<file path="src/rtl/ysyx_22050243_line_fill_bridge.sv">
// Icache line-refill responder: turns one 16-byte line request into a two-beat
// 64-bit AXI4 INCR read burst and returns the assembled 128-bit line.
module ysyx_22050243_line_fill_bridge #(
   parameter logic [3:0] AXI_ID = 4'd0
) (
   input  logic         clk,
   input  logic         rst,
   input  logic         req_valid,
   input  logic [63:0]  req_addr,
   output logic         res_valid,
   output logic [127:0] res_data,
   output logic         res_err,
   output logic         err_sticky,
   output logic         arvalid,
   input  logic         arready,
   output logic [31:0]  araddr,
   output logic [3:0]   arid,
   output logic [7:0]   arlen,
   output logic [2:0]   arsize,
   output logic [1:0]   arburst,
   input  logic         rvalid,
   output logic         rready,
   input  logic [63:0]  rdata,
   input  logic [1:0]   rresp,
   input  logic         rlast
);

   localparam logic [2:0] IDLE = 3'd0;
   localparam logic [2:0] AR   = 3'd1;
   localparam logic [2:0] R0   = 3'd2;
   localparam logic [2:0] R1   = 3'd3;
   localparam logic [2:0] RESP = 3'd4;
   localparam logic [2:0] DONE = 3'd5;

   logic [2:0] state;
   logic       err;
   logic       beat0_err;
   logic       beat1_err;
   logic       unused_addr_bits;

   assign arid    = AXI_ID;
   assign arlen   = 8'd1;
   assign arsize  = 3'b011;
   assign arburst = 2'b01;

   assign unused_addr_bits = ^{req_addr[63:32], req_addr[3:0]};

   assign beat0_err = (rresp != 2'b00);
   // A missing rlast on beat 1 is reported as an error rather than waited on.
   assign beat1_err = err | (rresp != 2'b00) | ~rlast;

   always_ff @(posedge clk or posedge rst) begin
      if (rst) begin
         state      <= IDLE;
         err        <= 1'b0;
         arvalid    <= 1'b0;
         araddr     <= '0;
         rready     <= 1'b0;
         res_valid  <= 1'b0;
         res_err    <= 1'b0;
         err_sticky <= 1'b0;
         res_data   <= '0;
      end else begin
         case (state)
            IDLE: begin
               if (req_valid) begin
                  araddr  <= {req_addr[31:4], 4'h0};
                  arvalid <= 1'b1;
                  err     <= 1'b0;
                  state   <= AR;
               end
            end
            AR: begin
               if (arready) begin
                  arvalid <= 1'b0;
                  rready  <= 1'b1;
                  state   <= R0;
               end
            end
            R0: begin
               if (rvalid) begin
                  res_data[63:0] <= rdata;
                  if (rlast) begin
                     // Burst ended one beat early: deliver a half-empty line flagged as bad.
                     res_data[127:64] <= '0;
                     rready           <= 1'b0;
                     res_valid        <= req_valid;
                     res_err          <= 1'b1;
                     err              <= 1'b1;
                     err_sticky       <= 1'b1;
                     state            <= RESP;
                  end else begin
                     err        <= err | beat0_err;
                     err_sticky <= err_sticky | beat0_err;
                     state      <= R1;
                  end
               end
            end
            R1: begin
               if (rvalid) begin
                  res_data[127:64] <= rdata;
                  rready           <= 1'b0;
                  res_valid        <= req_valid;
                  res_err          <= beat1_err;
                  err              <= beat1_err;
                  err_sticky       <= err_sticky | beat1_err;
                  state            <= RESP;
               end
            end
            RESP: begin
               // The pulse is registered on beat-1 acceptance; a withdrawn request skips DONE.
               res_valid <= 1'b0;
               state     <= res_valid ? DONE : IDLE;
            end
            DONE: begin
               if (!req_valid) begin
                  state <= IDLE;
               end
            end
            default: state <= IDLE;
         endcase
      end
   end

endmodule

</file>
<file path="config.mk">
export PLATFORM = sky130hd
export DESIGN_NAME = ysyx_22050243_line_fill_bridge
export DESIGN_NICKNAME = d
export VERILOG_FILES = /design/src/rtl/ysyx_22050243_line_fill_bridge.sv
export SDC_FILE = /design/constraint.sdc
export NUM_CORES = 1
export LEC_CHECK = 0
export ABC_AREA = 1
export ABC_CLOCK_PERIOD_IN_PS = 17700
export CORE_ASPECT_RATIO = 0.9
export CORE_MARGIN = 2
export CORE_UTILIZATION = 45
export CTS_CLUSTER_DIAMETER = 60
export DETAILED_ROUTE_END_ITERATION = 16
export GPL_TIMING_DRIVEN = 0
export PLACE_DENSITY = 0.87
export SYNTH_ARGS = -nofsm -noshare
export SYNTH_HDL_FRONTEND = slang
export SYNTH_SLANG_ARGS = --single-unit
</file>
<file path="constraint.sdc">
create_clock -name clk -period 17.7 [get_ports clk]
set_input_delay 3.54 -clock clk [delete_from_list [all_inputs] [get_ports clk]]
set_output_delay 3.54 -clock clk [all_outputs]
set_load 0.02 [all_outputs]
</file>
After elaboration in Yosys (flattened, before gate mapping)
Index checks and enable logic that the tools add are counted.
{ "op_classes": {"bitwise": 5, "div": 0, "shift": 0, "muxes": 36, "multipliers": 0, "n_eq_ne": 11, "n_addsub": 0, "n_reduce_logical": 16, "order_cmp": 0} }
{ "ops": {"columns": ["cell", "n"], "rows": [
  ["$mux W128", 1],
  ["$mux W64", 2],
  ["$pmux W64 S2", 1],
  ["$mux W3", 7],
  ["$mux W1", 18],
  ["$pmux W3 S6", 1],
  ["$ne A2 B2 Y1 const B", 6],
  ["$reduce_and A4 Y1", 3],
  ["$reduce_and A5 Y1", 2],
  ["$pmux W1 S3", 3],
  ["$reduce_bool A3 Y1", 3],
  ["$eq A3 B2 Y1 const B", 2],
  ["$eq A3 B3 Y1 const B", 2],
  ["$pmux W1 S2", 3],
  ["$reduce_and A3 Y1", 2],
  ["$reduce_bool A2 Y1", 3],
  ["$or A1 B1 Y1", 4],
  ["$reduce_and A2 Y1", 2],
  ["$eq A3 B1 Y1 const B", 1],
  ["$logic_not A3 Y1", 1],
  ["$not A1 Y1", 1]
]} }
{ "word_totals": {"ram_bits": 0, "ff_bits": 165, "elab_cells": 78, "out_inout_bits": 182, "memories": 0, "latch_bits": 0, "mem_bits_ro": 0} }

Depth between registers and ports, before layout
Gate-level depths: netlist of the first run.
{ "depth": {"word_depth": 6, "mapped_depth": 9, "ltp_nobuf": 7} }

Least setup slack after synthesis of the first run
No wires, ideal clock.
{ "synth_path": {"path_kind": "input -> register", "from": "input port rlast", "to": "register res_valid", "t_arrival_ns": 4.336, "setup_time_ns": 0.113, "path_buffers": 2, "setup_slack_ns": 13.252, "path_stages": 8, "cell_sequence": "nor2_1 nand2_1 nand2_1 buf_4 buf_2 nand2_1 nand2_1 inv_1"} }
{ "synth_via": {"elab_chain_len": 2} }
{ "synth_rtl": {"columns": ["item", "line", "source"], "rows": [
  ["from (decl)", "25", "input logic rlast"],
  ["$ne A2 B2 Y1 (no line)", null, null],
  ["$reduce_and A4 Y1 (no line)", null, null],
  ["to (signal assigned)", "87", "res_valid <= req_valid;"],
  ["to (signal assigned)", "103", "res_valid <= req_valid;"],
  ["to (decl)", "10", "output logic res_valid,"]
]} }
No other way between the ends.
A chain may end at the register's enable or synchronous reset.

Worst setup path after layout of the first run
{ "layout_path": {"from": "register res_valid", "to": "output port res_valid"} }
No word-level cell between the ends.

==> flow_summary.json, run 1 <==
{
  "nFillCells": 1123,
  "p_clk_frac": 0.209,
  "ff2ff_path_depth": 7,
  "min_from": "res_data[27]$_DFFE_PP0P_",
  "gp_congestion": 0.865,
  "die_area_sq_um": 16100,
  "cts_resized": 0,
  "grtUsageTotal": 0.269,
  "critPathMaxFanout": 3,
  "dp_hpwl_microns": 15000,
  "finalClockSkew_ns": 0.00734,
  "hold_end": "res_data[27]$_DFFE_PP0P_",
  "clkLatencyLatePin_ns": 0.43,
  "drtIter0Drc": 418,
  "stdcell_area_sq_um": 10300,
  "slew_headroom": 0.616,
  "timing.rr.end": "res_data[102]$_DFFE_PP0P_",
  "hold_ws_ns": 0.468,
  "intPower_mw": 1.11,
  "final_nets": 1219,
  "rows": 42,
  "grt_overflow": 0,
  "synth_xor_area_frac": 0,
  "ir_drop_mv": 0.116,
  "finalHoldViolCount": 0,
  "totalWireLength_microns": 20700,
  "cp_cell_sequence": "clkdlybuf4s50_1",
  "post-route-period-util": 0.283,
  "clk_path_buf_depth": 2,
  "htreeDepth": 4,
  "crit_type": "flop to output port",
  "synth.avg_cell_area_sq_um": 8.65,
  "cp.arrival_ns": 1.46,
  "worst_pin_slew_ns": 0.576,
  "drv_cap": 0,
  "period_minus_slack_ns": 5.00,
  "tns_ns": 0,
  "setup_slack_ns": 12.70,
  "cts-root-buf": "clkbuf_16",
  "ys_ff_latch": 165,
  "mostFrequentLayoutCells": "nand2_1 (370), clkdlybuf4s50_1 (260), dfrtp_1 (165)",
  "post_cts_buffers": 0,
  "outcome": "finished clean",
  "cp-start-kind": "flop",
  "synthMuxAreaShare": 0,
  "grt_max_degree": 102,
  "p_leak_nw": 4.88,
  "reg2reg_from": "state[2]$_DFFE_PP0P_",
  "min_path_cells": 2,
  "cp_slowest_stage_delay_ns": 0.66,
  "setup_viol": 0,
  "switching_power_uw": 704,
  "slew_violations": 0,
  "syn_to_final_growth_pct": 52.4,
  "synth_top_family_by_area": "simple AND/OR/NAND/NOR gates",
  "grt_pass1_wl_microns": 33600,
  "die_y_microns": 120,
  "power_frac_comb": 0.456,
  "initial_core_util": 0.461,
  "ios": 318,
  "port_buffers": 260,
  "vias": 6394,
  "ys_seq_area_frac": 0.609,
  "yosys.area_share.simple": 0.272,
  "synthDistinctLibCells": 17,
  "layout-drive-gt1-share": 0.0814,
  "avgViaCountPerCell": 4.95,
  "required_ns": 14.16,
  "place_ws_ns": 12.40,
  "cts_buffers": 17,
  "synth_adder_area_share": 0,
  "p_sw_frac": 0.387,
  "wl_per_cell_microns": 16.0,
  "dpl_cell_area_sq_um": 9730,
  "drc": 0,
  "path_buf_inv": 1,
  "antenna_found_initial": 0,
  "fmax_ghz": 0.200,
  "rrSetupSlack_ns": 15.85,
  "yosysWarnings": 0,
  "die_x_microns": 133,
  "hold_buffers": 0,
  "cts.clk_slew.worst_paths_ns": 0.06,
  "rsz0062_at_grt": "false",
  "cts_tree": "yes",
  "cts_sinks": 165,
  "powerDensity_nw_per_um2": 176,
  "postRouteAntennaNets": 0,
  "synth_compound_area_frac": 0.0532,
  "critical_path.top_delay_family": "buffers and inverters",
  "crit_slowest_cell": "clkdlybuf4s50_1",
  "antenna_cells": 0,
  "core_area_sq_um": 14700,
  "firstDrtPassIters": 6,
  "grt_pass1_vias": 6394,
  "seq_power_share": 0.335,
  "synth_area_sq_um": 6780,
  "synthCells": 784,
  "mostFrequentLayoutCell": "nand2_1",
  "hold_class": "flop to flop",
  "cp-end-kind": "output port"
}
how the worst max path moves through the flow:
stage / start / end / cells past startpoint
2_1_floorplan: rst / araddr[10]$_DFFE_PP0P_ / 1
3_3_place_gp: rst / res_data[51]$_DFFE_PP0P_ / 2
3_5_place_dp: rvalid / res_data[43]$_DFFE_PP0P_ / 5
4_1_cts: res_valid$_DFFE_PP0P_ / res_valid / 1
5_1_grt: res_valid$_DFFE_PP0P_ / res_valid / 1
6_report: res_valid$_DFFE_PP0P_ / res_valid / 1
sequential cells by signal, indices dropped and copies added, names as in the netlist:
register,cells
state,3
err,1
rready,1
res_err,1
araddr,28
res_valid,1
err_sticky,1
arvalid,1
res_data,128
final cells by class:
class	count	area, sq um	share of cell area
clock inverter	8	124	0.0120
multi-input combinational	555	2280	0.221
tap	198	248	0.0240
timing repair buffer	261	2630	0.255
clock buffer	22	474	0.0459
buffer	68	380	0.0368
sequential	165	4130	0.400
inverter	15	63.8	0.00618
power by group through the flow:
stage               Sequential (mW)  Clock (mW)  Combinational (mW)
CTS                           0.608       0.383               0.836
global placement              0.606           0               0.812
finish                        0.609       0.379               0.830
detailed placement            0.612           0               0.832
global route                  0.625       0.402               0.898
floorplan                     0.784           0               0.244
synthesized netlist by cell type:
cell	instances	share of area
buf_2	30	0.022
buf_4	23	0.025
clkbuf_1	14	0.0078
clkbuf_2	1	0.00074
conb_1	2	0.0011
dfrtp_1	165	0.61
inv_1	12	0.0066
inv_2	3	0.0017
nand2_1	370	0.20
nand3_1	77	0.057
nand4_1	2	0.0018
nor2_1	12	0.0066
nor2_2	2	0.0018
o211ai_1	1	0.0011
o21ai_0	15	0.011
o21ai_1	54	0.040
o21bai_1	1	0.0011
logic make-up after synthesis:
| logic type | count (synthesis) |
|---|---|
| buffers and inverters | 83 |
| AND/OR/NAND/NOR | 463 |
| AO/OA/AOI/OAI | 71 |
| flip-flops | 165 |
| other | 2 |
metrics by stage:
stage	util	cells	power, mW
2_1_floorplan	-	803	1.03
3_3_place_gp	0.659	1261	1.42
3_5_place_dp	0.662	1262	1.44
4_1_cts	0.702	1292	1.83
5_1_grt	0.702	1292	1.93
6_report	0.702	1292	1.82
routing by layer:
metal / global-route usage / up-vias / wire length (microns)
met5: 0 / - / 0
met4: 0.0884 / 0 / 449
met3: 0.0788 / 32 / 1620
met2: 0.448 / 269 / 10300
met1: 0.339 / 3059 / 8340
li1: - / 3034 / -
Note: power is estimated with default switching activity, not from simulation.
==> run 2: changes to the inputs <==
--- a/config.mk
+++ b/config.mk
@@ -6,14 +6,14 @@
 export NUM_CORES = 1
 export LEC_CHECK = 0
 export ABC_AREA = 1
-export ABC_CLOCK_PERIOD_IN_PS = 17700
+export ABC_CLOCK_PERIOD_IN_PS = 4370
 export CORE_ASPECT_RATIO = 0.9
 export CORE_MARGIN = 2
-export CORE_UTILIZATION = 45
+export CORE_UTILIZATION = 37
 export CTS_CLUSTER_DIAMETER = 60
 export DETAILED_ROUTE_END_ITERATION = 16
 export GPL_TIMING_DRIVEN = 0
-export PLACE_DENSITY = 0.87
+export PLACE_DENSITY = 0.76
 export SYNTH_ARGS = -nofsm -noshare
 export SYNTH_HDL_FRONTEND = slang
 export SYNTH_SLANG_ARGS = --single-unit
==> constraint.sdc (replaced) <==
create_clock -name clk -period 4.37 [get_ports clk]
set_input_delay 0.874 -clock clk [delete_from_list [all_inputs] [get_ports clk]]
set_output_delay 0.874 -clock clk [all_outputs]
set_load 0.02 [all_outputs]
==> run 2 against run 1 <==
Net effect:
- final cell count is 3.5% higher
- first-iteration DRC count decreased by 27%
- largest cell class unchanged
- critical path type unchanged
- flip-flop and latch count unchanged
- clock power grew to 4.2 times the previous value
- critical endpoint is now res_data[61]
- highest routed layer unchanged
- non-clock buffer count up 3
- clock skew shrank 0.0011 ns
- setup slack worse by 11 ns
- total power grew to 4.1 times the previous value
==> flow_summary.json, run 2 (synthesized netlist as in run 1, its figures left out) <==
{
  "mostFrequentLayoutCell": "nand2_1",
  "slew_headroom": 0.559,
  "ios": 318,
  "powerDensity_nw_per_um2": 710,
  "antenna_cells": 0,
  "min_from": "araddr[16]$_DFFE_PP0P_",
  "setup.worst_path.start": "res_data[61]$_DFFE_PP0P_",
  "p_leak_nw": 4.91,
  "drtIter0Drc": 304,
  "die_y_microns": 132,
  "grt_max_degree": 43,
  "slew_violations": 0,
  "largest_reg_flops": 128,
  "grt_overflow": 0,
  "critPathMaxFanout": 2,
  "cts_tree": "yes",
  "post_cts_buffers": 0,
  "post-route-period-util": 0.538,
  "hold_class": "flop to flop",
  "path_buf_inv": 1,
  "final_nets": 1222,
  "ir_drop_mv": 0.359,
  "setup_viol": 0,
  "syn_to_final_growth_pct": 54.4,
  "layout-drive-gt1-share": 0.0848,
  "critical_path.top_delay_family": "buffers and inverters",
  "grt_pass1_wl_microns": 33400,
  "vias": 6274,
  "cts_sinks": 165,
  "required_ns": 3.50,
  "crit_type": "flop to output port",
  "mostFrequentLayoutCells": "nand2_1 (370), clkdlybuf4s50_1 (260), dfrtp_1 (165)",
  "cp_cell_sequence": "clkdlybuf4s50_1",
  "cts_resized": 0,
  "firstDrtPassIters": 5,
  "regMostFlops": "res_data",
  "cts-root-buf": "clkbuf_16",
  "multi_input_area_sq_um": 2280,
  "rows": 46,
  "totalWireLength_microns": 20900,
  "wl_per_cell_microns": 15.6,
  "grt_pass1_vias": 6177,
  "clkLatencyLatePin_ns": 0.42,
  "htreeDepth": 4,
  "gp_congestion": 0.828,
  "outcome": "finished clean",
  "drc": 0,
  "rrSetupSlack_ns": 2.44,
  "cp.arrival_ns": 1.48,
  "period_minus_slack_ns": 2.35,
  "nFillCells": 1565,
  "finalHoldViolCount": 0,
  "crit_slowest_cell": "clkdlybuf4s50_1",
  "core_area_sq_um": 17800,
  "worst_pin_slew_ns": 0.662,
  "register_area_sq_um": 4130,
  "dp_hpwl_microns": 15300,
  "initial_core_util": 0.381,
  "fmax_ghz": 0.426,
  "cp_slowest_stage_delay_ns": 0.65,
  "cts_buffers": 17,
  "clk_path_buf_depth": 2,
  "hold_buffers": 0,
  "postRouteAntennaNets": 0,
  "rsz0062_at_grt": "false",
  "avgViaCountPerCell": 4.69,
  "drv_cap": 0,
  "setup_slack_ns": 2.02,
  "cts.clk_slew.worst_paths_ns": 0.06,
  "die_x_microns": 147,
  "place_ws_ns": 1.61,
  "port_buffers": 260,
  "cp-start-kind": "flop",
  "reg2reg_from": "state[2]$_DFFE_PP0P_",
  "die_area_sq_um": 19400,
  "cp-end-kind": "output port",
  "top_regs": "res_data x128, araddr x28, state x3",
  "grtUsageTotal": 0.219,
  "finalClockSkew_ns": 0.00624,
  "hold_ws_ns": 0.468,
  "antenna_found_initial": 0
}
[run 2: power breakdown]
group,switching [mW],internal [mW]
clock network,0.621,0.989
registers,0.340,2.13
logic,1.90,1.45
total,2.86,4.57
[run 2: area by class of cell]
class                      count  share of cell area
multi-input combinational    555               0.218
clock buffer                  20              0.0436
sequential                   165               0.395
timing repair buffer         264               0.256
inverter                      15             0.00574
buffer                        68              0.0364
tap                          240              0.0287
clock inverter                10              0.0163
[run 2: path summary, 6_finish.rpt]
kind                                                 end  cells after the start
worst min register to register    araddr[16]$_DFFE_PP0P_                      2
worst max-delay path                        res_data[61]                      1
worst min-delay path              araddr[16]$_DFFE_PP0P_                      2
max in group asynchronous          araddr[9]$_DFFE_PP0P_                      4
min in group asynchronous       res_data[28]$_DFFE_PP0P_                      2
worst max register to register  res_data[59]$_DFFE_PP0P_                      7
[run 2: metal layers]
| metal | track usage | vias up | part of all wire |
|---|---|---|---|
| li1 | - | 3041 | - |
| met2 | 0.357 | 244 | 0.47 |
| met3 | 0.0612 | 35 | 0.078 |
| met4 | 0.0734 | 0 | 0.020 |
| met5 | 0 | - | 0 |
| met1 | 0.282 | 2954 | 0.43 |
[run 2: stage by stage]
step	std cells	utilization	power (mW)	TNS [ns]	area, sq um
detailed placement	1307	0.553	5.85	0	9840
finish	1337	0.588	7.43	0	10500
global placement	1303	0.549	5.78	-7.15	9760
global route	1337	0.588	7.87	0	10500
floorplan	803	-	4.16	0	6850
CTS	1337	0.588	7.49	0	10500
==> patch 1: new RTL, flow settings as in run 2 <==
Register the output `res_err` once more, with the module's reset; this adds one clock of latency there. The other outputs are not delayed to match.
--- a/src/rtl/ysyx_22050243_line_fill_bridge.sv
+++ b/src/rtl/ysyx_22050243_line_fill_bridge.sv
@@ -32,6 +32,8 @@
    localparam logic [2:0] RESP = 3'd4;
    localparam logic [2:0] DONE = 3'd5;
 
+   logic res_err_s0;
+
    logic [2:0] state;
    logic       err;
    logic       beat0_err;
@@ -57,7 +59,7 @@
          araddr     <= '0;
          rready     <= 1'b0;
          res_valid  <= 1'b0;
-         res_err    <= 1'b0;
+         res_err_s0 <= 1'b0;
          err_sticky <= 1'b0;
          res_data   <= '0;
       end else begin
@@ -85,7 +87,7 @@
                      res_data[127:64] <= '0;
                      rready           <= 1'b0;
                      res_valid        <= req_valid;
-                     res_err          <= 1'b1;
+                     res_err_s0       <= 1'b1;
                      err              <= 1'b1;
                      err_sticky       <= 1'b1;
                      state            <= RESP;
@@ -101,7 +103,7 @@
                   res_data[127:64] <= rdata;
                   rready           <= 1'b0;
                   res_valid        <= req_valid;
-                  res_err          <= beat1_err;
+                  res_err_s0       <= beat1_err;
                   err              <= beat1_err;
                   err_sticky       <= err_sticky | beat1_err;
                   state            <= RESP;
@@ -122,5 +124,13 @@
       end
    end
 
+   always_ff @(posedge clk or posedge rst) begin
+      if (rst) begin
+         res_err <= '0;
+      end else begin
+         res_err <= res_err_s0;
+      end
+   end
+
 endmodule
 
Formal check against the unedited RTL: not equivalent (a bounded check fails within 4 cycles, from zero or initial values and one cycle with rst high).
==> patch 1 against run 2 <==
Global-route usage decreased by 0.17 points; final cell count is 0.60% higher; non-clock buffer count unchanged; synthesized area up 1.2%; power is 1.1% lower; wire length increased by 0.51%; final area is 0.39% higher; sequential cell count grew 1; worst setup slack got worse by 0.036 ns; critical path type is now in -> reg; critical endpoint is now res_data[49].
==> patch 1: results (changes against run 2) <==
min Tclk post-route: 2.39 ns (was 2.35 ns)
detail-routed via count per cell: 4.68 (was 4.69)
number of global-route vias before repair: 6103 (was 6177)
leakage component of the power: 4.91 nW (about the same)
DP Area: 9920 µm² (was 9840 µm²)
worst reg2reg endpoint: res_data[94] (was res_data[59])
endpoint arrival time on the critical path: 2.75 ns (was 1.48 ns)
final weighted congestion in routability-driven placement: 0.862 (was 0.828)
global-route wire length before repair: 33.4 mm (about the same)
sequential share of the synthesized area: 60.6% (was 60.9%)
transition time at the pin with the least slew margin: 0.739 ns (was 0.662 ns)
status: complete, no violations (unchanged)
Seq/total area: 39.5% (about the same)
clock network share of area: 5.52% (was 5.99%)
routing usage on met2: 33.6% (was 35.7%)
number of cells on the worst hold path: 0 (was 2)
startpoint of the most critical setup path: rvalid (was res_data[61])
Hold Crit Start: res_err_s0 (was araddr[16])
number of multi-input logic gates: 554 (was 555)
total half-perimeter wirelength after legalization and detailed placement: 15.3 mm (about the same)
category of the worst setup path launch point: input port (was register)
wire length on met2: 9.79 mm (was 9.93 mm)
final-layout fill cell count: 1669 (was 1565)
setup clock skew after layout: 0.0137 ns (was 0.00624 ns)
first-iteration detailed-routing DRC count: 254 (was 304)
reg2reg setup slack: 2.39 ns (was 2.44 ns)
==> patch 1: cell types whose count changed after synthesis, sizes merged <==
cell | before | now
clkbuf | 15 | 11
o211ai | 1 | 0
dfrtp | 165 | 166
nor2 | 14 | 15
o21ai | 69 | 71
nand4 | 2 | 1
nand3 | 77 | 78
nand2 | 370 | 367
inv | 15 | 16
buf | 53 | 57
==> patch 1: worst reg2reg max path: cells and delay by family (launching register included) <==
kind | cells | cell delay, ns
buffers and inverters | 3 | 0.83
DFF | 1 | 0.47
and+or+nand+nor | 3 | 0.46
AOI/OAI and AO/OA | 1 | 0.13
==> patch 1: logic make-up (layout without fill, tap and decap cells) <==
family | count (synthesis) | after routing | share of synthesized area [%]
and+or+nand+nor | 461 | 461 | 26.8
AOI/OAI and AO/OA | 72 | 72 | 5.29
DFF | 166 | 166 | 60.6
buffers and inverters | 84 | 380 | 7.22
other | 2 | 21 | 0.109
==> patch 2: new RTL, config.mk and constraints of run 2 <==
Made on the original files. Reset style: synchronous (`rst`), changed in one clocked block.
--- a/src/rtl/ysyx_22050243_line_fill_bridge.sv
+++ b/src/rtl/ysyx_22050243_line_fill_bridge.sv
@@ -49,7 +49,7 @@
    // A missing rlast on beat 1 is reported as an error rather than waited on.
    assign beat1_err = err | (rresp != 2'b00) | ~rlast;
 
-   always_ff @(posedge clk or posedge rst) begin
+   always_ff @(posedge clk) begin
       if (rst) begin
          state      <= IDLE;
          err        <= 1'b0;
Function: differs if rst is asserted again (counterexample within 4 cycles, from zero or initial values and one cycle with rst high); with rst held inactive, the same outputs for 4 cycles.
==> patch 2 against run 2 <==
Clock power fell by 11%; power down 32%; sequential cell count unchanged; final cell count rose by 0.60%; wire length grew 4.4%; synthesized area shrank 5.1%; synthesized cell count increased by 2.4%; worst setup slack got worse by 0.026 ns; core utilization shrank 0.13 points; final area is 4.9% lower; maximum frequency shrank 1.1%.
==> patch 2: results (changes against run 2) <==
status: complete, no violations (unchanged)
first-iteration detailed-routing DRC count: 324 (was 304)
worst vdd rail ir drop: 0.316 mV (was 0.359 mV)
Cell variety after synth: 26 (was 17)
setup clock skew after layout: 0.00992 ns (was 0.00624 ns)
leakage component of the power: 3.59 nW (was 4.91 nW)
main flop type after synthesis: sky130_fd_sc_hd__dfxtp_1 (was sky130_fd_sc_hd__dfrtp_1)
H-tree depth: 4 (unchanged)
Clk pin slew, worst setup/hold paths: 0.06 ns (about the same)
Fin Hold WS: 0.449 ns (was 0.468 ns)
GRT Util Overall: 23.5% (was 21.9%)
# placed instances: 1316 (was 1307)
sequential share of the synthesized area: 51.3% (was 60.9%)
clock root buffer: sky130_fd_sc_hd__clkbuf_16 (unchanged)
Routed Wire Length: 21.8 mm (was 20.9 mm)
global-route wire length before repair: 33.7 mm (was 33.4 mm)
DP Area: 9390 µm² (was 9840 µm²)
top cells by area in the synthesized netlist: sky130_fd_sc_hd__dfxtp_1, sky130_fd_sc_hd__nor2_1, sky130_fd_sc_hd__a21oi_1 (was sky130_fd_sc_hd__dfrtp_1, sky130_fd_sc_hd__nand2_1, sky130_fd_sc_hd__nand3_1)
number of global-route vias before repair: 6343 (was 6177)
syn_area_per_cell: 8.01 µm² (was 8.65 µm²)
number of buffers inserted to repair setup after CTS: 0 (unchanged)
detail-routed via count per cell: 4.93 (was 4.69)
reg2reg setup slack: 2.64 ns (was 2.44 ns)
largest registers ranked by flip-flop count: res_data (128), araddr (28), state (3) (unchanged)
net count reported at finish: 1236 (was 1222)
drt first pass iters: 5 (unchanged)
final-layout fill cell count: 1503 (was 1565)
share of cells above drive strength 1: 10.9% (was 8.48%)
tightest slew margin relative to the limit: 53.7% (was 55.9%)
most frequent cells after synthesis: sky130_fd_sc_hd__dfxtp_1, sky130_fd_sc_hd__nor2_1, sky130_fd_sc_hd__nand2_1 (was sky130_fd_sc_hd__nand2_1, sky130_fd_sc_hd__dfrtp_1, sky130_fd_sc_hd__nand3_1)
count of yosys warnings during synthesis: 0 (unchanged)
final weighted congestion in routability-driven placement: 0.835 (was 0.828)
total half-perimeter wirelength after legalization and detailed placement: 16.1 mm (was 15.3 mm)
FFs w/ async S/R, synth: 0% (was 100%)
DR WL/cell: 16.2 µm (was 15.6 µm)
pin count of the biggest net entering global routing: 17 (was 43)
Worst Setup Slack post-DPL: 1.78 ns (was 1.61 ns)
Hold/Removal Path Class: reg -> reg (unchanged)
endpoint arrival time on the critical path: 1.50 ns (was 1.48 ns)
number of buffers inserted by port buffering: 259 (was 260)
critical path fanouts, max: 2 (unchanged)
minimum setup slack in the final design: 1.99 ns (was 2.02 ns)
## patch 2: per-layer routing
metal  track usage [%]  vias up  part of all wire [%]
li1                  -     3266                     -
met5                 0        -                     0
met4              7.11        0                   1.8
met1              28.9     3062                    42
met2              38.0      280                    46
met3              9.31       26                    11
## patch 2: worst paths after layout
kind	endpoint	depth (start not counted)	startpoint
min reg2reg	rready	2	rready
min	rready	2	rready
max reg2reg	res_data[57]	9	state[2]
max	arvalid	1	arvalid
## patch 2: area by class of cell
type	count	area (µm²)	area share (%)
Sequential cell	165	3300	33.2
Multi-Input combinational cell	555	2650	26.6
Timing Repair Buffer	259	2590	26.1
Buffer	89	503	5.06
Clock buffer	22	484	4.87
Tap cell	235	294	2.96
Clock inverter	7	72.6	0.729
Inverter	13	51.3	0.516
## patch 2: where the power goes
group	total (mW)	leakage (nW)	switching, mW	internal, mW
combinational	1.78	1.99	1.08	0.700
clock	1.44	0.270	0.605	0.836
sequential	1.81	1.34	0.113	1.70
## patch 2: logic make-up after synthesis
group           Yosys count  synth area share [%]
compound gates          168                  13.8
buf+inv                 102                  8.62
flops                   165                  51.3
other cells               2                 0.117
simple gates            366                  26.2
